### src/rtl/game_timer_ctrl_if.sv
// game_timer_ctrl_if: signal bundle between the run-state controller and its
// neighbours (buttons, collision logic, BCD elapsed-time counter, display).
//   master : controller side (drives tick/cnt_clr/state/timeout/blink)
//   slave  : environment side (drives start/pause/gameover/cnt)
interface game_timer_ctrl_if;
  logic        start;     // start/restart button, synchronised level
  logic        pause;     // pause/resume button, synchronised level
  logic        gameover;  // collision level
  logic [15:0] cnt;       // current BCD elapsed time
  logic        tick;      // one-cycle count strobe
  logic        cnt_clr;   // one-cycle synchronous counter clear
  logic [1:0]  state;     // IDLE=00 RUN=01 PAUSE=10 OVER=11
  logic        timeout;   // sticky: game ended on the time limit
  logic        blink;     // display enable

  modport master (
    input  start, pause, gameover, cnt,
    output tick, cnt_clr, state, timeout, blink
  );

  modport slave (
    output start, pause, gameover, cnt,
    input  tick, cnt_clr, state, timeout, blink
  );
endinterface

### src/rtl/game_timer_ctrl.sv
// game_timer_ctrl: run-state controller for the in-game BCD elapsed-time counter.
// Latency: all outputs registered; gameover -> OVER in 1 cycle, time limit -> OVER in 2.
// Backpressure: none; level/edge inputs are sampled every cycle, strobes are fire-and-forget.
//
// Ports:
//   clk    - system clock, rising edge
//   reset  - synchronous active-high reset
//   bus    - game_timer_ctrl_if.master: start/pause/gameover/cnt in,
//            tick/cnt_clr/state/timeout/blink out
// Parameters:
//   TICK_DIV   - clk cycles per count strobe (>= 2)
//   BLINK_DIV  - clk cycles per blink half-period (>= 2)
//   TIME_LIMIT - BCD value of cnt that ends the game
// Build option:
//   GAME_TIMER_TIMEOUT_EN - when defined, compiles in the time-limit compare and
//   the sticky timeout flag; otherwise timeout is tied low and RUN only leaves on
//   gameover or pause.
module game_timer_ctrl #(
  parameter int          TICK_DIV   = 100_000_000,
  parameter int          BLINK_DIV  = 25_000_000,
  parameter logic [15:0] TIME_LIMIT = 16'h0959
) (
  input  logic              clk,
  input  logic              reset,
  game_timer_ctrl_if.master bus
);

  typedef enum logic [1:0] {
    IDLE  = 2'b00,
    RUN   = 2'b01,
    PAUSE = 2'b10,
    OVER  = 2'b11
  } state_t;

  localparam int PW = (TICK_DIV  > 1) ? $clog2(TICK_DIV)  : 1;
  localparam int BW = (BLINK_DIV > 1) ? $clog2(BLINK_DIV) : 1;

  localparam logic [PW-1:0] PRE_MAX  = PW'(TICK_DIV - 1);
  // tick is registered, so it is scheduled one count early to appear in the
  // cycle where the prescaler holds TICK_DIV-1
  localparam logic [PW-1:0] PRE_TICK = PW'(TICK_DIV - 2);
  localparam logic [BW-1:0] BL_MAX   = BW'(BLINK_DIV - 1);

  state_t        state_q;
  state_t        next_state;
  logic          start_q;
  logic          pause_q;
  logic          start_rise;
  logic          pause_rise;
  logic          entry;      // new game: IDLE/OVER -> RUN on start
  logic          to_set;     // leaving RUN because the time limit was hit
  logic          hit;        // registered time-limit match
  logic [PW-1:0] presc;
  logic [BW-1:0] bcnt;
  logic          tick_q;
  logic          clr_q;
  logic          blink_q;

  // Edge registers reset to 1 so a button held through reset never fires.
  assign start_rise = bus.start & ~start_q;
  assign pause_rise = bus.pause & ~pause_q;

  // ---------------------------------------------------------------------------
  // Next-state logic. Priority: gameover > time limit > pause > start.
  // ---------------------------------------------------------------------------
  always_comb begin
    next_state = state_q;
    entry      = 1'b0;
    to_set     = 1'b0;
    case (state_q)
      IDLE: begin
        if (start_rise) begin
          next_state = RUN;
          entry      = 1'b1;
        end
      end
      RUN: begin
        if (bus.gameover) begin
          next_state = OVER;
        end else if (hit) begin
          next_state = OVER;
          to_set     = 1'b1;
        end else if (pause_rise) begin
          next_state = PAUSE;
        end
      end
      PAUSE: begin
        if (bus.gameover) begin
          next_state = OVER;
        end else if (pause_rise || start_rise) begin
          next_state = RUN;
        end
      end
      OVER: begin
        // A still-asserted gameover is only seen once back in RUN.
        if (start_rise) begin
          next_state = RUN;
          entry      = 1'b1;
        end
      end
      default: next_state = IDLE;
    endcase
  end

  // ---------------------------------------------------------------------------
  // State register, edge registers, strobes, prescaler and blink.
  // ---------------------------------------------------------------------------
  always_ff @(posedge clk) begin
    if (reset) begin
      state_q <= IDLE;
      start_q <= 1'b1;
      pause_q <= 1'b1;
      tick_q  <= 1'b0;
      clr_q   <= 1'b0;
      presc   <= '0;
      bcnt    <= '0;
      blink_q <= 1'b0;
    end else begin
      state_q <= next_state;
      start_q <= bus.start;
      pause_q <= bus.pause;
      clr_q   <= entry;

      // A tick due in a cycle that is no longer RUN is dropped.
      tick_q  <= (state_q == RUN) && (next_state == RUN) && (presc == PRE_TICK);

      // Prescaler advances only in RUN and holds elsewhere, so a pause keeps
      // the partial second.
      if (entry) begin
        presc <= '0;
      end else if (state_q == RUN) begin
        presc <= (presc == PRE_MAX) ? '0 : presc + 1'b1;
      end

      // Every state change restarts the blink phase; only IDLE starts dark.
      if (next_state != state_q) begin
        bcnt    <= '0;
        blink_q <= (next_state != IDLE);
      end else if (state_q == PAUSE || state_q == OVER) begin
        if (bcnt == BL_MAX) begin
          bcnt    <= '0;
          blink_q <= ~blink_q;
        end else begin
          bcnt <= bcnt + 1'b1;
        end
      end
    end
  end

  // ---------------------------------------------------------------------------
  // Time-limit compare and sticky timeout flag.
  // ---------------------------------------------------------------------------
`ifdef GAME_TIMER_TIMEOUT_EN
  logic hit_q;
  logic timeout_q;

  // The clear cycle is excluded: cnt still shows the previous game's value
  // until the counter applies cnt_clr at the end of that cycle.
  always_ff @(posedge clk) begin
    if (reset) begin
      hit_q     <= 1'b0;
      timeout_q <= 1'b0;
    end else begin
      hit_q <= (state_q == RUN) && !clr_q && (bus.cnt == TIME_LIMIT);
      if (entry) begin
        timeout_q <= 1'b0;
      end else if (to_set) begin
        timeout_q <= 1'b1;
      end
    end
  end

  assign hit         = hit_q;
  assign bus.timeout = timeout_q;
`else
  wire unused_cfg = ^{TIME_LIMIT, bus.cnt, to_set};

  assign hit         = 1'b0;
  assign bus.timeout = 1'b0;
`endif

  assign bus.state   = state_q;
  assign bus.tick    = tick_q;
  assign bus.cnt_clr = clr_q;
  assign bus.blink   = blink_q;

endmodule

### src/flat_wrapper.sv
// flat-port wrapper written by rule: the top's interface ports become plain ports
module game_timer_ctrl_flat 
#(
  parameter int          TICK_DIV   = 100_000_000,
  parameter int          BLINK_DIV  = 25_000_000,
  parameter logic [15:0] TIME_LIMIT = 16'h0959
)
  (clk, reset, bus_start, bus_pause, bus_gameover, bus_cnt, bus_tick, bus_cnt_clr, bus_state, bus_timeout, bus_blink);
  game_timer_ctrl_if bus_i ();
  input  logic clk;
  input  logic reset;
  input wire logic [$bits(bus_i.start)-1:0] bus_start;
  input wire logic [$bits(bus_i.pause)-1:0] bus_pause;
  input wire logic [$bits(bus_i.gameover)-1:0] bus_gameover;
  input wire logic [$bits(bus_i.cnt)-1:0] bus_cnt;
  output wire logic [$bits(bus_i.tick)-1:0] bus_tick;
  output wire logic [$bits(bus_i.cnt_clr)-1:0] bus_cnt_clr;
  output wire logic [$bits(bus_i.state)-1:0] bus_state;
  output wire logic [$bits(bus_i.timeout)-1:0] bus_timeout;
  output wire logic [$bits(bus_i.blink)-1:0] bus_blink;
  assign bus_i.start = bus_start;
  assign bus_i.pause = bus_pause;
  assign bus_i.gameover = bus_gameover;
  assign bus_i.cnt = bus_cnt;
  assign bus_tick = bus_i.tick;
  assign bus_cnt_clr = bus_i.cnt_clr;
  assign bus_state = bus_i.state;
  assign bus_timeout = bus_i.timeout;
  assign bus_blink = bus_i.blink;
  game_timer_ctrl #(.TICK_DIV(TICK_DIV), .BLINK_DIV(BLINK_DIV), .TIME_LIMIT(TIME_LIMIT)) u_core (.clk(clk), .reset(reset), .bus(bus_i));
endmodule
### config.mk
export PLATFORM = sky130hd
export DESIGN_NAME = game_timer_ctrl_flat
export DESIGN_NICKNAME = d
export VERILOG_FILES = /design/src/rtl/game_timer_ctrl_if.sv /design/src/rtl/game_timer_ctrl.sv /design/src/flat_wrapper.sv
export SDC_FILE = /design/constraint.sdc
export NUM_CORES = 1
export LEC_CHECK = 0
export CAP_MARGIN = 15
export CORE_MARGIN = 5
export CORE_UTILIZATION = 40
export CTS_CLUSTER_DIAMETER = 60
export DETAILED_ROUTE_END_ITERATION = 10
export HOLD_SLACK_MARGIN = 0.03
export PLACE_DENSITY = 0.69
export SETUP_SLACK_MARGIN = 0.1
export SYNTH_ARGS = -nofsm -noshare
export SYNTH_HDL_FRONTEND = slang
export SYNTH_SLANG_ARGS = --single-unit
### constraint.sdc
create_clock -name clk -period 5 [get_ports clk]
set_input_delay 1.25 -clock clk [delete_from_list [all_inputs] [get_ports clk]]
set_output_delay 1.25 -clock clk [all_outputs]
set_load 0.02 [all_outputs]
=== Word-level counts from Yosys, hierarchy flattened ===
Cells that the tools add are included.

* Bits in registers: 59
* Input bits: 21
* Logic and storage cells: 48

* Eq/ne operators: 8
* Bitwise operators: 5
* Reduce and logical (&&, ||, !) cells: 12
* Add/sub/neg operators: 2
* Muxes and demuxes: 13

{| class="wikitable"
|+ Operators with widths
! operator !! count
|-
| == test 27 bit (second input constant) || 2
|-
| adder 27 x 1 -> 27 bit (second input constant) || 1
|-
| two-way mux 27 bit || 1
|-
| adder 25 x 1 -> 25 bit (second input constant) || 1
|-
| == test 25 bit (second input constant) || 1
|-
| two-way mux 25 bit || 1
|-
| two-way mux 2 bit || 5
|-
| case mux 2 bit (3 select lines) || 1
|-
| nonzero test 2 bit || 3
|-
| OR reduction 2 bit || 3
|-
| two-way mux 1 bit || 5
|-
| == test 2 x 1 -> 1 bit (second input constant) || 2
|-
| == test 2 bit (second input constant) || 2
|-
| NOT 1 bit || 3
|-
| AND 1 bit || 2
|-
| logical AND 1 bit || 2
|-
| zero test 2 bit || 1
|-
| logical OR 1 bit || 2
|-
| != test 2 bit || 1
|-
| AND reduction 2 bit || 1
|}

=== Longest topological paths before layout ===
Gate-level depths: netlist of run 1.

* Depth after elaboration: 9
* Depth in mapped cells: 11
* Mapped depth without buffers: 8

=== Least setup slack after synthesis of run 1 ===
No wires, ideal clock.

* Kind: in2reg
* Start: input port bus_start
* End: register u_core.bcnt[13]
* Data arrival time: 2.829 ns
* Data required time: 4.935 ns
* Setup slack: 2.106 ns
* Stages: 8
* Cells stage by stage: nor2b_1 > nor2_1 > a221oi_4 > xnor2_1 > or4_1 > buf_2 > buf_6 > nor2_1

* Cells in the longest elaborated chain, start to end: 7
* Elaborated cells between the ends (all ways): 8
* Those cells by class: eq/ne (1); mux (4); bitwise (1); reduce/logical (2)

{| class="wikitable"
|+ Ends and longest elaborated chain
! item !! RTL line !! RTL
|-
| start, declared || flat_wrapper.sv:12 || <nowiki>input wire logic [$bits(bus_i.start)-1:0] bus_start;</nowiki>
|-
| AND 1 bit * || game_timer_ctrl.sv:60 || <nowiki>assign start_rise = bus.start & ~start_q;</nowiki>
|-
| logical OR 1 bit || game_timer_ctrl.sv:90 || <nowiki>end else if (pause_rise || start_rise) begin</nowiki>
|-
| two-way mux 2 bit || game_timer_ctrl.sv:90 ||
|-
| two-way mux 2 bit || game_timer_ctrl.sv:88 || <nowiki>if (bus.gameover) begin</nowiki>
|-
| case mux 2 bit (3 select lines) * || game_timer_ctrl.sv:70 || <nowiki>case (state_q)</nowiki>
|-
| != test 2 bit * || game_timer_ctrl.sv:136 || <nowiki>if (next_state != state_q) begin</nowiki>
|-
| OR reduction 2 bit (no source line) * || -- ||
|-
| end signal, assigned || game_timer_ctrl.sv:144 || <nowiki>bcnt <= bcnt + 1'b1;</nowiki>
|-
| end, declared || game_timer_ctrl.sv:54 || <nowiki>logic [BW-1:0] bcnt;</nowiki>
|}

Every way passes the cells marked *; elsewhere a longest branch is shown, timed or not.
A chain may end at the register's enable or synchronous reset.

=== Worst setup path in the final report of run 1 ===
* Start: input port bus_start
* End: register u_core.bcnt[18]

Same word-level chain as after synthesis.

==> run summary, run 1 <==
Global-route wire length before repair: 9.17 mm
Top layer in use: met4
Core Area: 6790 um2
DR iter-0 viols: 155
Compound-Gate Fraction of Synth Area: 5.47%
Leakage: 1.11 nW
Post-Synthesis Mean Instance Area: 8.59 um2
Psw: 333 uW
Vias in the first global route: 2,035
Overall Global Routing Usage: 13.0%
Clk buf depth: 2
Reg2reg start: u_core.bus.state[0]$_SDFF_PP0_
R2R Path End: u_core.bcnt[18]$_SDFFE_PP0P_
Root Driver: clkbuf_8
Die Wd: 93.5 um
Async SR Flop Fraction: 0%
Final period utilization: 70.3%
Final setup fails: 0
Initial antenna violation count: 0
Clock skew: 0.00697 ns
Top_reg_cell synth: dfxtp_1
Switching share of power: 30.1%
Synth Area in Adders: 2.69%
Synthesis-to-finish area growth: 11.6%
Share of the synthesized area in the top cell type: 42.3%
CTS Buf Count: 9
Cells after synthesis: 325
Clock Latency Late Sink: 0.33 ns
TritonRoute pass-1 iters: 4
Total grt overflow: 0
Post-synthesis mux area share: 0%
Largest net degree at the start of global routing: 28
Simple-gate share of the synthesized area: 29.9%
Die Y: 93.5 um
Postcts setup bufs: 0
DRT antenna net count: 0
Avg WL per Cell: 11.6 um
CP max FO: 23
Hold WS: 0.514 ns
# IOs: 27
Mapped cell area: 2790 um2
Pins Over Slew Limit: 0
Nets@finish: 362
Syn. warnings: 0
CTS H-tree depth: 3
Setup TNS Final: 0 ns
Cell taking the most area after synthesis: dfxtp_1
Setup slack, reg-to-reg: 2.05 ns
Top cells by area, synth: dfxtp_1, xor2_1, nor2_1, xnor2_1, nand3_1
DP HPWL: 3.46 mm
Final Hold Viols: 0
Post-Layout Inst Area: 3120 um2
Placed Instance Area: 2940 um2
Pwr dens: 356 nW/um2
Finished Layout Cells: 436
Total routed wirelength: 5.07 mm
Syn_nets: 352
Cts-stage hold buffer count: 0
Largest family of logic cells by synthesized area: simple AND/OR/NAND/NOR gates
Die area: 8750 um2
#FFs+latches synth: 59
RSZ-0062 raised after global routing: no
Slew of the pin with the lowest slew margin: 0.942 ns
Min cycle time layout: 3.52 ns
Worst r2r path cells: 7
CP required: 5.26 ns
Status: complete, no violations
PostCTS Resize Cnt: 0
Xor and xnor area share after synthesis: 16.0%
Place WS: 1.14 ns
Crit path capture: u_core.bcnt[18]$_SDFFE_PP0P_
CTS tree: done
Netlist cell types: 40
Worst EP arrival: 3.77 ns
Critical Path Source Type: input port
Clock power share: 34.3%
Worst Setup SP: bus_start
Port-buffer cells: 9
Comb pwr share: 19.7%
Maxcap violations: 0
Drt drc: 0
Met3 routed WL: 142 um
CP Class: input port to register
Via Count: 2,191
RD Place Congestion: 0.812
Share of layout cells above drive strength 1: 5.29%
Clk slew on worst S/H paths: 0.06 ns
Diodes inserted: 0
Total clock sinks: 59
Worst setup margin: 1.48 ns
FP Rows: 30
Fmax: 284 MHz
Post-synth EDFFs: 0
Min-delay worst type: register to register
Initial Utilization: 41.1%
Via density per instance: 5.03
WL met2: 2.27 mm
Metal-1 WL: 2.56 mm
Seq/Total Area, Yosys: 42.3%
Placed cell count: 420
Relative slew margins: 36.6%
Sequential share of power: 46.0%
Crit. End Element: register
Worst IR Drop VDD: 0.275 mV
P_int: 774 uW
[worst min-delay path by stage]
| stage | startpoint | endpoint | cells past startpoint |
|---|---|---|---|
| 3_5_place_dp | u_core.presc[3]$_SDFFE_PP0P_ | u_core.presc[3]$_SDFFE_PP0P_ | 2 |
| 6_report | u_core.presc[26]$_SDFFE_PP0P_ | u_core.presc[26]$_SDFFE_PP0P_ | 2 |
| 2_1_floorplan | u_core.bcnt[20]$_SDFFE_PP0P_ | u_core.bcnt[20]$_SDFFE_PP0P_ | 2 |
| 4_1_cts | u_core.presc[3]$_SDFFE_PP0P_ | u_core.presc[3]$_SDFFE_PP0P_ | 2 |
| 3_3_place_gp | u_core.bcnt[20]$_SDFFE_PP0P_ | u_core.bcnt[20]$_SDFFE_PP0P_ | 2 |
| 5_1_grt | u_core.bcnt[24]$_SDFFE_PP0P_ | u_core.bcnt[24]$_SDFFE_PP0P_ | 2 |
[cells in the mapped netlist (all sizes together) (3+ instances only)]
| library cell | instances |
|---|---|
| dfxtp | 59 |
| nor2 | 70 |
| or3 | 3 |
| buf | 7 |
| clkbuf | 3 |
| xor2 | 32 |
| inv | 10 |
| nor4 | 5 |
| nand2 | 19 |
| xnor2 | 19 |
| o21ai | 3 |
| nand2b | 3 |
| a21oi | 3 |
| nor3 | 8 |
| nand3 | 19 |
| nand4 | 14 |
| ha | 6 |
| and3 | 11 |
| and4 | 5 |
| nor2b | 3 |
[power by group through the flow]
stage / registers, mW / logic, mW / clock network [mW]
final: 0.509 / 0.218 / 0.380
after global routing: 0.512 / 0.244 / 0.418
after CTS: 0.509 / 0.220 / 0.393
after detailed placement: 0.520 / 0.219 / 0
after global placement: 0.520 / 0.217 / 0
after floorplan: 0.526 / 0.177 / 0
[layout by cell type (no fill, tap or decap), drive strengths merged, types with 3 or more instances in the layout]
cell type and count:
inv 10, a21oi 3, nor2b 3, nor4 5, dfxtp 59, nand4 14
and3 11, clkbuf 14, ha 6, nand2 19, nor3 8, nor2 70
nand3 19, o21ai 3, xnor2 19, xor2 32, or3 3, and4 5
nand2b 3, clkdlybuf4s50 9
[sequential cells by signal (all words and copies together) (netlist names)]
register,flops
u_core.bcnt,25
u_core.bus.blink,1
u_core.bus.cnt_clr,1
u_core.bus.state,2
u_core.bus.tick,1
u_core.pause_q,1
u_core.presc,27
u_core.start_q,1
[stage by stage]
step                utilization [%]  total power [mW]
floorplan                         -             0.703
global placement               43.3             0.737
detailed placement             43.3             0.739
CTS                            45.9              1.12
global route                   45.9              1.17
finish                         45.9              1.11
[routing by layer]
| metal | track usage (%) | vias to the layer above |
|---|---|---|
| li1 | - | 1123 |
| met1 | 16.2 | 1030 |
| met2 | 20.5 | 30 |
| met3 | 3.54 | 8 |
| met4 | 6.86 | 0 |
| met5 | 0 | - |
[critical path, cell delays in order]
cell and delay, ns:
clkdlybuf4s50_1 0.47, nor2b_1 0.32, nor2_1 0.12, a221oi_4 0.36
xnor2_1 0.13, or4_1 0.90, nor2_1 0.22
[cells by family (layout without fill, tap and decap cells)]
| family | Yosys count | count (layout) |
|---|---|---|
| compound gates | 19 | 19 |
| simple gates | 169 | 169 |
| buf+inv | 20 | 35 |
| xor+xnor | 51 | 51 |
| fa+ha+maj | 6 | 6 |
| other cells | 1 | 1 |
| flops | 59 | 59 |
[final cells by class]
type	instances	area, um2
Clock inverter	2	10.0
Fill cell	681	3680
Clock buffer	14	163
Sequential cell	59	1180
Inverter	10	37.5
Timing Repair Buffer	9	90.1
Multi-Input combinational cell	246	1510
Tap cell	96	120
Power figures use the tool's default switching activity.
==> inputs of run 2 (changes only) <==
clock period = 3.3 ns   (was 5 ns; I/O delays follow)
==> run summary, run 2 (synthesis results as in run 1) <==
Max FFs per register: 27 (unchanged)
Worst Hold Path EP: u_core.presc[22]$_SDFFE_PP0P_ (was u_core.presc[26]$_SDFFE_PP0P_)
Pwr dens: 531 nW/um2 (was 356 nW/um2)
Largest net degree at the start of global routing: 28 (unchanged)
Postcts setup bufs: 0 (unchanged)
Commonest non-fill, non-tap cell in the layout: nor2_1 (unchanged)
Crit. End Element: register (unchanged)
Worst r2r path cells: 8 (was 7)
# IOs: 27 (unchanged)
Pins Over Slew Limit: 0 (unchanged)
CP Class: input port to register (unchanged)
Global-route wire length before repair: 9.48 mm (was 9.17 mm)
Worst EP arrival: 2.89 ns (was 3.77 ns)
Critical-path cell list: clkdlybuf4s50_1 > nand2b_4 > a21o_1 > a221oi_4 > xnor2_1 > or4_1 > buf_4 > nor2_1 (was clkdlybuf4s50_1 > nor2b_1 > nor2_1 > a221oi_4 > xnor2_1 > or4_1 > nor2_1)
Reg with most FFs: u_core.presc (unchanged)
Port-buffer cells: 9 (unchanged)
Reg2reg start: u_core.bus.state[0]$_SDFF_PP0_ (unchanged)
Clock Latency Late Sink: 0.33 ns (about the same)
Nets@finish: 368 (was 362)
Total grt overflow: 0 (unchanged)
Finished Layout Cells: 441 (was 436)
Metal-1 WL: 2.55 mm (was 2.56 mm)
Total clock sinks: 59 (unchanged)
RD Place Congestion: 0.829 (was 0.812)
Initial antenna violation count: 0 (unchanged)
CTS H-tree depth: 3 (unchanged)
Overall Global Routing Usage: 13.2% (was 13.0%)
Vias in the first global route: 2,210 (was 2,035)
CP max FO: 23 (unchanged)
Setup TNS Final: 0 ns (unchanged)
Cts-stage hold buffer count: 0 (unchanged)
Synthesis-to-finish area growth: 12.8% (was 11.6%)
Top layer in use: met4 (unchanged)
Share of layout cells above drive strength 1: 6.96% (was 5.29%)
WL met2: 2.43 mm (was 2.27 mm)
Total routed wirelength: 5.22 mm (was 5.07 mm)
Die Wd: 93.5 um (unchanged)
Fill cells: 701 (was 681)
Die Y: 93.5 um (unchanged)
CTS Buf Count: 9 (unchanged)
Placed cell count: 426 (was 420)
Slew of the pin with the lowest slew margin: 0.705 ns (was 0.942 ns)
Final period utilization: 79.6%
Critical path's largest stage delay: 0.52 ns (was 0.90 ns)
Leakage: 1.13 nW (was 1.11 nW)
FP Rows: 30 (unchanged)
Clk slew on worst S/H paths: 0.06 ns (about the same)
Status: complete, no violations (unchanged)
Via Count: 2,218 (was 2,191)
Met3 routed WL: 169 um (was 142 um)
Via density per instance: 5.03 (about the same)
Setup slack, reg-to-reg: 0.73 ns (was 2.05 ns)
Final Hold Viols: 0 (unchanged)
TritonRoute pass-1 iters: 4 (unchanged)
DP HPWL: 3.57 mm (was 3.46 mm)
Drt drc: 0 (unchanged)
Fmax: 381 MHz
DR iter-0 viols: 92 (was 155)
Final setup fails: 0 (unchanged)
Worst IR Drop VDD: 0.312 mV (was 0.275 mV)
DRT antenna net count: 0 (unchanged)
CP max stage cell: clkdlybuf4s50_1 (was or4_1)
Clock skew: 0.00740 ns (was 0.00697 ns)
Maxcap violations: 0 (unchanged)
Avg WL per Cell: 11.8 um (was 11.6 um)
Min-delay worst type: register to register (unchanged)
CP required: 3.56 ns (was 5.26 ns)
Hold_sp: u_core.presc[22]$_SDFFE_PP0P_ (was u_core.presc[26]$_SDFFE_PP0P_)
Hold Crit Depth: 2 (unchanged)
Core Area: 6790 um2 (unchanged)
PostCTS Resize Cnt: 0 (unchanged)
Most frequent cells in the layout: nor2_1, dfxtp_1, xor2_1 (unchanged)
Root Driver: clkbuf_8 (unchanged)
CTS tree: done (unchanged)
Die area: 8750 um2 (unchanged)
Relative slew margins: 52.6% (was 36.6%)
Critical Path Source Type: input port (unchanged)
Diodes inserted: 0 (unchanged)
RSZ-0062 raised after global routing: no (unchanged)
Clk buf depth: 2 (unchanged)
Min cycle time layout: 2.63 ns
Initial Utilization: 41.1% (unchanged)
R2R Path End: u_core.bcnt[17]$_SDFFE_PP0P_ (was u_core.bcnt[18]$_SDFFE_PP0P_)
==> run 2: cell count changes in the layout (fill, tap and decap cells not counted), sizes merged <==
cell / before / now
buf: 0 / 6
clkbuf: 14 / 12
clkinv: 2 / 3
==> run 2: how the worst max path moves through the flow <==
stage / startpoint / to / depth (start not counted)
6_report: bus_pause / u_core.bcnt[17]$_SDFFE_PP0P_ / 8
5_1_grt: u_core.bus.state[0]$_SDFF_PP0_ / u_core.bcnt[22]$_SDFFE_PP0P_ / 8
4_1_cts: bus_pause / u_core.bcnt[17]$_SDFFE_PP0P_ / 8
3_5_place_dp: bus_pause / u_core.bcnt[12]$_SDFFE_PP0P_ / 8
3_3_place_gp: bus_pause / u_core.bcnt[23]$_SDFFE_PP0P_ / 8
2_1_floorplan: u_core.bus.state[0]$_SDFF_PP0_ / u_core.bcnt[13]$_SDFFE_PP0P_ / 9
==> run 2: report_power, final <==
group          total [mW]  internal, mW  switching, mW
sequential          0.773         0.737         0.0361
combinational       0.352         0.142          0.210
clock               0.547         0.285          0.262
total                1.67          1.16          0.507
==> run 2: per-layer routing <==
layer | global-route usage (%) | vias up
li1 | - | 1141
met1 | 15.7 | 1044
met2 | 22.4 | 27
met3 | 4.59 | 6
met4 | 3.97 | 0
met5 | 0 | -
==> run 2: stage by stage <==
stage,utilization [%],hold slack [ns],worst slack (ns),power [mW],cell area [um2]
2_1_floorplan,-,0.472,0.740,1.07,2790
3_3_place_gp,44.0,0.488,0.364,1.13,2990
3_5_place_dp,44.0,0.505,0.316,1.14,2990
4_1_cts,46.3,0.521,0.680,1.70,3150
5_1_grt,46.3,0.558,0.509,1.77,3150
6_report,46.3,0.513,0.673,1.67,3150
==> run 2: area by class of cell <==
type | instances | area [um2] | area share [%]
multi-input combinational | 246 | 1510 | 48.1
sequential | 59 | 1180 | 37.5
clock buffer | 12 | 145 | 4.61
timing repair buffer | 15 | 135 | 4.29
tap | 96 | 120 | 3.82
inverter | 10 | 37.5 | 1.19
clock inverter | 3 | 15.0 | 0.477
==> run 2: critical path, delay by kind of cell <==
family                 cells  cell delay, ns
AO/OA/AOI/OAI              2            0.48
buffers and inverters      2            0.75
XOR/XNOR                   1            0.11
AND/OR/NAND/NOR            3            0.72
